### config.mk
export PLATFORM = sky130hd
export DESIGN_NAME = kart_nav_ctrl_flat
export DESIGN_NICKNAME = d
export VERILOG_FILES = /design/src/rtl/kart_nav_if.sv /design/src/rtl/kart_nav_ctrl.sv /design/src/flat_wrapper.sv
export SDC_FILE = /design/constraint.sdc
export NUM_CORES = 1
export LEC_CHECK = 0
export BUFFER_PORTS_ARGS = -buffer_cell sky130_fd_sc_hd__buf_2
export CAP_MARGIN = 20
export CORE_MARGIN = 2
export CORE_UTILIZATION = 56
export CTS_BUF_LIST = sky130_fd_sc_hd__clkbuf_4 sky130_fd_sc_hd__clkbuf_8
export CTS_CLUSTER_SIZE = 12
export DETAILED_ROUTE_END_ITERATION = 10
export GPL_ROUTABILITY_DRIVEN = 0
export PLACE_DENSITY = 0.8
export SLEW_MARGIN = 20
export SYNTH_ARGS = -nofsm -noshare
export SYNTH_HDL_FRONTEND = slang
export SYNTH_SLANG_ARGS = --single-unit
### constraint.sdc
create_clock -name CLOCK_50 -period 3.05 [get_ports CLOCK_50]
set_clock_uncertainty 0.2 [all_clocks]
set_input_delay 0 -clock CLOCK_50 [delete_from_list [all_inputs] [get_ports CLOCK_50]]
set_output_delay 0 -clock CLOCK_50 [all_outputs]
set_load 0.1 [all_outputs]
### src/rtl/kart_nav_if.sv
// Erase/draw request bundle between the navigation controller and the VGA drawing stage.
// The controller holds a request stable until it samples draw_ack high.
interface kart_nav_if #(
   parameter int XW = 8,
   parameter int YW = 7
);
   logic          draw_req;
   logic          draw_erase;
   logic [XW-1:0] draw_x;
   logic [YW-1:0] draw_y;
   logic          draw_ack;

   modport master (
      output draw_req, draw_erase, draw_x, draw_y,
      input  draw_ack
   );

   modport slave (
      input  draw_req, draw_erase, draw_x, draw_y,
      output draw_ack
   );
endinterface

### src/rtl/kart_nav_ctrl.sv
// Kart navigation: turns direction-input edges into heading changes and clamped grid moves,
// and issues an erase/draw request pair for each move.
//
// state    | meaning
// ST_IDLE  | waiting for a pending command; turns and wall hits resolve here
// ST_ERASE | requesting erase of the old cell
// ST_MOVE  | one-cycle position update to the target cell
// ST_DRAW  | requesting paint of the new cell
module kart_nav_ctrl #(
   parameter int X_MAX   = 159,
   parameter int Y_MAX   = 119,
   parameter int X_START = 80,
   parameter int Y_START = 60,
   parameter int XW      = 8,
   parameter int YW      = 7
) (
   input  logic          CLOCK_50,
   input  logic          Resetn,
   input  logic          signalStraight,
   input  logic          signalLeft,
   input  logic          signalRight,
   kart_nav_if.master    draw_bus,
   output logic [XW-1:0] pos_x,
   output logic [YW-1:0] pos_y,
   output logic [1:0]    heading,
   output logic          busy,
   output logic          blocked
);

   localparam logic [1:0] ST_IDLE  = 2'd0;
   localparam logic [1:0] ST_ERASE = 2'd1;
   localparam logic [1:0] ST_MOVE  = 2'd2;
   localparam logic [1:0] ST_DRAW  = 2'd3;

   localparam logic [1:0] CMD_FWD   = 2'd0;
   localparam logic [1:0] CMD_LEFT  = 2'd1;
   localparam logic [1:0] CMD_RIGHT = 2'd2;

   localparam logic [1:0] HD_N = 2'd0;
   localparam logic [1:0] HD_E = 2'd1;
   localparam logic [1:0] HD_S = 2'd2;
   localparam logic [1:0] HD_W = 2'd3;

   localparam logic [XW-1:0] X_LIM  = XW'(X_MAX);
   localparam logic [YW-1:0] Y_LIM  = YW'(Y_MAX);
   localparam logic [XW-1:0] X_INIT = XW'(X_START);
   localparam logic [YW-1:0] Y_INIT = YW'(Y_START);

   logic [1:0]    state;
   logic [2:0]    prev;
   logic [2:0]    in_edge;
   logic          pend_v;
   logic [1:0]    pend_cmd;
   logic [1:0]    edge_cmd;
   logic          consume;
   logic          at_wall;
   logic [XW-1:0] tgt_x;
   logic [YW-1:0] tgt_y;

   // bit 2 = straight, bit 1 = left, bit 0 = right
   assign in_edge = {signalStraight, signalLeft, signalRight} & ~prev;
   assign consume = pend_v && (state == ST_IDLE);

   always_comb begin
      edge_cmd = CMD_RIGHT;
      if (in_edge[2])      edge_cmd = CMD_FWD;
      else if (in_edge[1]) edge_cmd = CMD_LEFT;
   end

   always_comb begin
      at_wall = 1'b0;
      tgt_x   = pos_x;
      tgt_y   = pos_y;
      case (heading)
         HD_N: begin at_wall = (pos_y == '0);    tgt_y = pos_y - 1'b1; end
         HD_E: begin at_wall = (pos_x == X_LIM); tgt_x = pos_x + 1'b1; end
         HD_S: begin at_wall = (pos_y == Y_LIM); tgt_y = pos_y + 1'b1; end
         HD_W: begin at_wall = (pos_x == '0);    tgt_x = pos_x - 1'b1; end
         default: ;
      endcase
   end

   always_ff @(posedge CLOCK_50 or negedge Resetn) begin
      if (!Resetn) begin
         prev     <= '0;
         pend_v   <= 1'b0;
         pend_cmd <= CMD_FWD;
         blocked  <= 1'b0;
      end else begin
         prev    <= {signalStraight, signalLeft, signalRight};
         blocked <= consume && (pend_cmd == CMD_FWD) && at_wall;
         // the slot frees on the same edge it is consumed, so a fresh edge can refill it
         if ((|in_edge) && (!pend_v || consume)) begin
            pend_v   <= 1'b1;
            pend_cmd <= edge_cmd;
         end else if (consume) begin
            pend_v <= 1'b0;
         end
      end
   end

   always_ff @(posedge CLOCK_50 or negedge Resetn) begin
      if (!Resetn) begin
         state   <= ST_IDLE;
         heading <= HD_N;
         pos_x   <= X_INIT;
         pos_y   <= Y_INIT;
      end else begin
         case (state)
            ST_IDLE: begin
               if (consume) begin
                  case (pend_cmd)
                     CMD_LEFT:  heading <= heading - 2'd1;
                     CMD_RIGHT: heading <= heading + 2'd1;
                     default:   if (!at_wall) state <= ST_ERASE;
                  endcase
               end
            end
            ST_ERASE: if (draw_bus.draw_ack) state <= ST_MOVE;
            ST_MOVE: begin
               pos_x <= tgt_x;
               pos_y <= tgt_y;
               state <= ST_DRAW;
            end
            ST_DRAW: if (draw_bus.draw_ack) state <= ST_IDLE;
            default: state <= ST_IDLE;
         endcase
      end
   end

   // request coordinates track pos: old cell during ERASE, new cell during DRAW
   assign draw_bus.draw_req   = (state == ST_ERASE) || (state == ST_DRAW);
   assign draw_bus.draw_erase = (state == ST_ERASE);
   assign draw_bus.draw_x     = pos_x;
   assign draw_bus.draw_y     = pos_y;
   assign busy                = (state != ST_IDLE);

endmodule

### src/flat_wrapper.sv
// flat-port wrapper written by rule: the top's interface ports become plain ports
module kart_nav_ctrl_flat 
#(
   parameter int X_MAX   = 159,
   parameter int Y_MAX   = 119,
   parameter int X_START = 80,
   parameter int Y_START = 60,
   parameter int XW      = 8,
   parameter int YW      = 7
)
  (CLOCK_50, Resetn, signalStraight, signalLeft, signalRight, pos_x, pos_y, heading, busy, blocked, draw_bus_draw_req, draw_bus_draw_erase, draw_bus_draw_x, draw_bus_draw_y, draw_bus_draw_ack);
  kart_nav_if #(.XW(XW), .YW(YW)) draw_bus_i ();
  input  logic CLOCK_50;
  input  logic Resetn;
  input  logic signalStraight;
  input  logic signalLeft;
  input  logic signalRight;
  output logic [XW-1:0] pos_x;
  output logic [YW-1:0] pos_y;
  output logic [1:0] heading;
  output logic busy;
  output logic blocked;
  output wire logic [$bits(draw_bus_i.draw_req)-1:0] draw_bus_draw_req;
  output wire logic [$bits(draw_bus_i.draw_erase)-1:0] draw_bus_draw_erase;
  output wire logic [$bits(draw_bus_i.draw_x)-1:0] draw_bus_draw_x;
  output wire logic [$bits(draw_bus_i.draw_y)-1:0] draw_bus_draw_y;
  input wire logic [$bits(draw_bus_i.draw_ack)-1:0] draw_bus_draw_ack;
  assign draw_bus_draw_req = draw_bus_i.draw_req;
  assign draw_bus_draw_erase = draw_bus_i.draw_erase;
  assign draw_bus_draw_x = draw_bus_i.draw_x;
  assign draw_bus_draw_y = draw_bus_i.draw_y;
  assign draw_bus_i.draw_ack = draw_bus_draw_ack;
  kart_nav_ctrl #(.X_MAX(X_MAX), .Y_MAX(Y_MAX), .X_START(X_START), .Y_START(Y_START), .XW(XW), .YW(YW)) u_core (.CLOCK_50(CLOCK_50), .Resetn(Resetn), .signalStraight(signalStraight), .signalLeft(signalLeft), .signalRight(signalRight), .draw_bus(draw_bus_i), .pos_x(pos_x), .pos_y(pos_y), .heading(heading), .busy(busy), .blocked(blocked));
endmodule
==> impl_metrics.env <==
export IMPL_status="complete, no violations"
export IMPL_syn_area_um2=1900
export IMPL_cpMostUsedCell="inv_1"
export IMPL_min_from="signalRight"
export IMPL_layout_commonest_cell="buf_2"
export IMPL_cts_setup_buffers=0
export IMPL_maxCapViolCount=0
export IMPL_core_area_um2=3280
export IMPL_dp_hpwl_um=2660
export IMPL_wirelength_um=3670
export IMPL_clock_sinks=26
export IMPL_wl_per_cell_um=13.1
export IMPL_hold_depth=2
export IMPL_drive_above_1_share_pct=23.5
export IMPL_clock_latency_ns=0.33
export IMPL_die_h_um=62.2
export IMPL_worst_pin_slew_ns=0.973
export IMPL_fmax_mhz=391
export IMPL_die_w_um=62.2
export IMPL_clockBufferDepth=2
export IMPL_hold_buffers=7
export IMPL_grt_pass1_vias=1423
export IMPL_initial_utilization_pct=57.8
export IMPL_via_per_inst=5.35
export IMPL_setup_violations=0
export IMPL_antenna_found_initial=0
export IMPL_path_max_fanout=8
export IMPL_end_kind="flop"
export IMPL_synth_edf_count=0
export IMPL_critical_path_reg2reg_endpoint="u_core.draw_bus.draw_y[6]"
export IMPL_path_class="flop to flop"
export IMPL_cp_slowest_cell="dfrtp_2"
export IMPL_grt_first_pass_wirelength_um=6490
export IMPL_ios=42
export IMPL_min_to="u_core.prev[0]"
export IMPL_synth_nets=230
export IMPL_hold_violations=0
export IMPL_synth_cell_types=48
export IMPL_slew_headroom_pct=34.7
export IMPL_num_vias=1499
export IMPL_crit_chain="inv_1, ha_1, inv_1, fa_1, a21o_1, a22o_1, o211a_1, xnor2_1"
export IMPL_arrival_ns=2.59
export IMPL_r2r_start="u_core.heading[0]"
export IMPL_area_growth_syn_to_layout_pct=13.9
export IMPL_ant_nets=0
export IMPL_ys_warn_count=0
export IMPL_async_flop_share_pct=100
export IMPL_layout_common_cells="41 x buf_2, 22 x ha_1, 19 x dfrtp_1"
export IMPL_grt_max_degree=16
export IMPL_period_share_pct=83.9
export IMPL_drt_iter0_drc=63
export IMPL_drv_slew=0
export IMPL_setup_tns_ns=0
export IMPL_drc=0
export IMPL_cp_start_kind="flop"
export IMPL_row_count=21
export IMPL_r2r_cells=8
export IMPL_clock_root_buffer="clkbuf_4"
export IMPL_max_stage_delay_ns=0.46
export IMPL_n_antenna_cell=0
export IMPL_ys_ff_latch=26
export IMPL_ys_seq_area_share_pct=34.7
export IMPL_cts_tree="built"
export IMPL_grt_usage_pct=20.6
export IMPL_cp_required_ns=3.08
export IMPL_postSynthAreaPerCell_um2=9.49
export IMPL_clk_pin_slew_ns=0.15
export IMPL_fin_crit_ns=2.56
export IMPL_portBuffers=41
export IMPL_synth_ff_type="dfrtp_1"
export IMPL_rsz0062_at_grt="false"
export IMPL_hp_class="input pin to flop"
export IMPL_htree_levels=1
export IMPL_nNetsFinal=265
export IMPL_regToRegSetupSlack_ns=0.49
export IMPL_first_pass_iters=4
export IMPL_synth_cells=200
export IMPL_cts_resized=0
export IMPL_dieArea_um2=3870
export IMPL_grt_ovfl_total=0
export IMPL_cts_buffers=3
==> stage by stage <==
step	instance area [um^2]	cells	hold slack [ns]	setup slack, ns	util [%]
6_report	2160	280	0.101	0.491	65.8
5_1_grt	2160	280	0.0912	0.365	65.8
4_1_cts	2160	280	0.0902	0.499	65.8
3_5_place_dp	2040	269	-0.161	0.552	62.1
3_3_place_gp	2040	269	-0.165	0.610	62.1
2_1_floorplan	1900	200	-0.496	0.0956	-
==> layout make-up <==
class	count	area (um^2)
clock buffer	3	22.5
clock inverter	1	30.0
multi-input combinational	138	1050
timing repair buffer	49	283
inverter	17	63.8
fill	269	1120
tap	46	57.6
sequential	26	659
==> cells in the mapped netlist, types with 2 or more instances <==
cell      number  area [um^2]
dfrtp_1       20          500
a211oi_1       2         15.0
nor3b_1        5         37.5
a21o_1         2         15.0
xor2_1         4         35.0
nor3_1         3         15.0
or4_1          3         22.5
buf_2          2         10.0
nand2_1       13         48.8
nor4b_1        3         26.3
o31ai_1        3         22.5
dfstp_2        6          158
inv_1         16         60.1
nor2_1         4         15.0
fa_1           2         40.0
o21ai_0        5         25.0
nor2b_1        6         37.5
o21ai_1       14         70.1
and2_1         2         12.5
a21oi_1        7         35.0
nor4_1         2         12.5
xnor2_1        7         61.3
nand3_1        5         25.0
clkbuf_1       2         7.51
nand4_1        3         18.8
buf_4         15          113
ha_1          22          275
a31oi_1        2         12.5
==> cell families after synthesis <==
group           synth area share [%]
flops                           34.7
compound gates                  14.7
fa+ha+maj                       16.6
mux                             1.91
simple gates                    16.8
xor+xnor                        5.08
buf+inv                         10.2
==> critical path: cells and delay by family (launching register included) <==
kind,cells,cell delay (ns)
AOI/OAI and AO/OA,3,0.67
adders and majority gates,2,0.73
DFF,1,0.46
buffers and inverters,2,0.28
xor gates and xnor gates,1,0.12
==> layer usage <==
metal | vias to the layer above | track usage, % | share of wire (%)
met3 | 2 | 3.80 | 3.4
met5 | - | 0 | 0
met1 | 704 | 27.1 | 47
met4 | 0 | 3.33 | 0.65
li1 | 761 | - | -
met2 | 32 | 36.0 | 49
==> registers in the layout (all words and copies together), names as in the netlist <==
register                cells
u_core.pend_v               1
u_core.prev                 3
u_core.heading              2
u_core.state                2
u_core.pend_cmd             2
u_core.draw_bus.draw_x      8
u_core.blocked              1
u_core.draw_bus.draw_y      7
==> how the worst max path moves through the flow <==
| stage | cells past startpoint | slack [ns] | from | endpoint |
|---|---|---|---|---|
| 2_1_floorplan | 8 | 0.1 | u_core.heading[1] | u_core.draw_bus.draw_y[6] |
| 3_3_place_gp | 8 | 0.61 | u_core.heading[0] | u_core.draw_bus.draw_y[6] |
| 3_5_place_dp | 8 | 0.55 | u_core.heading[0] | u_core.draw_bus.draw_y[6] |
| 4_1_cts | 8 | 0.50 | u_core.heading[0] | u_core.draw_bus.draw_y[6] |
| 5_1_grt | 7 | 0.37 | u_core.heading[0] | u_core.draw_bus.draw_y[6] |
| 6_report | 8 | 0.49 | u_core.heading[0] | u_core.draw_bus.draw_y[6] |
Power is left out: the tool's default activity adds up to more than one toggle a clock period on the data nets, which glitch-free logic cannot reach.
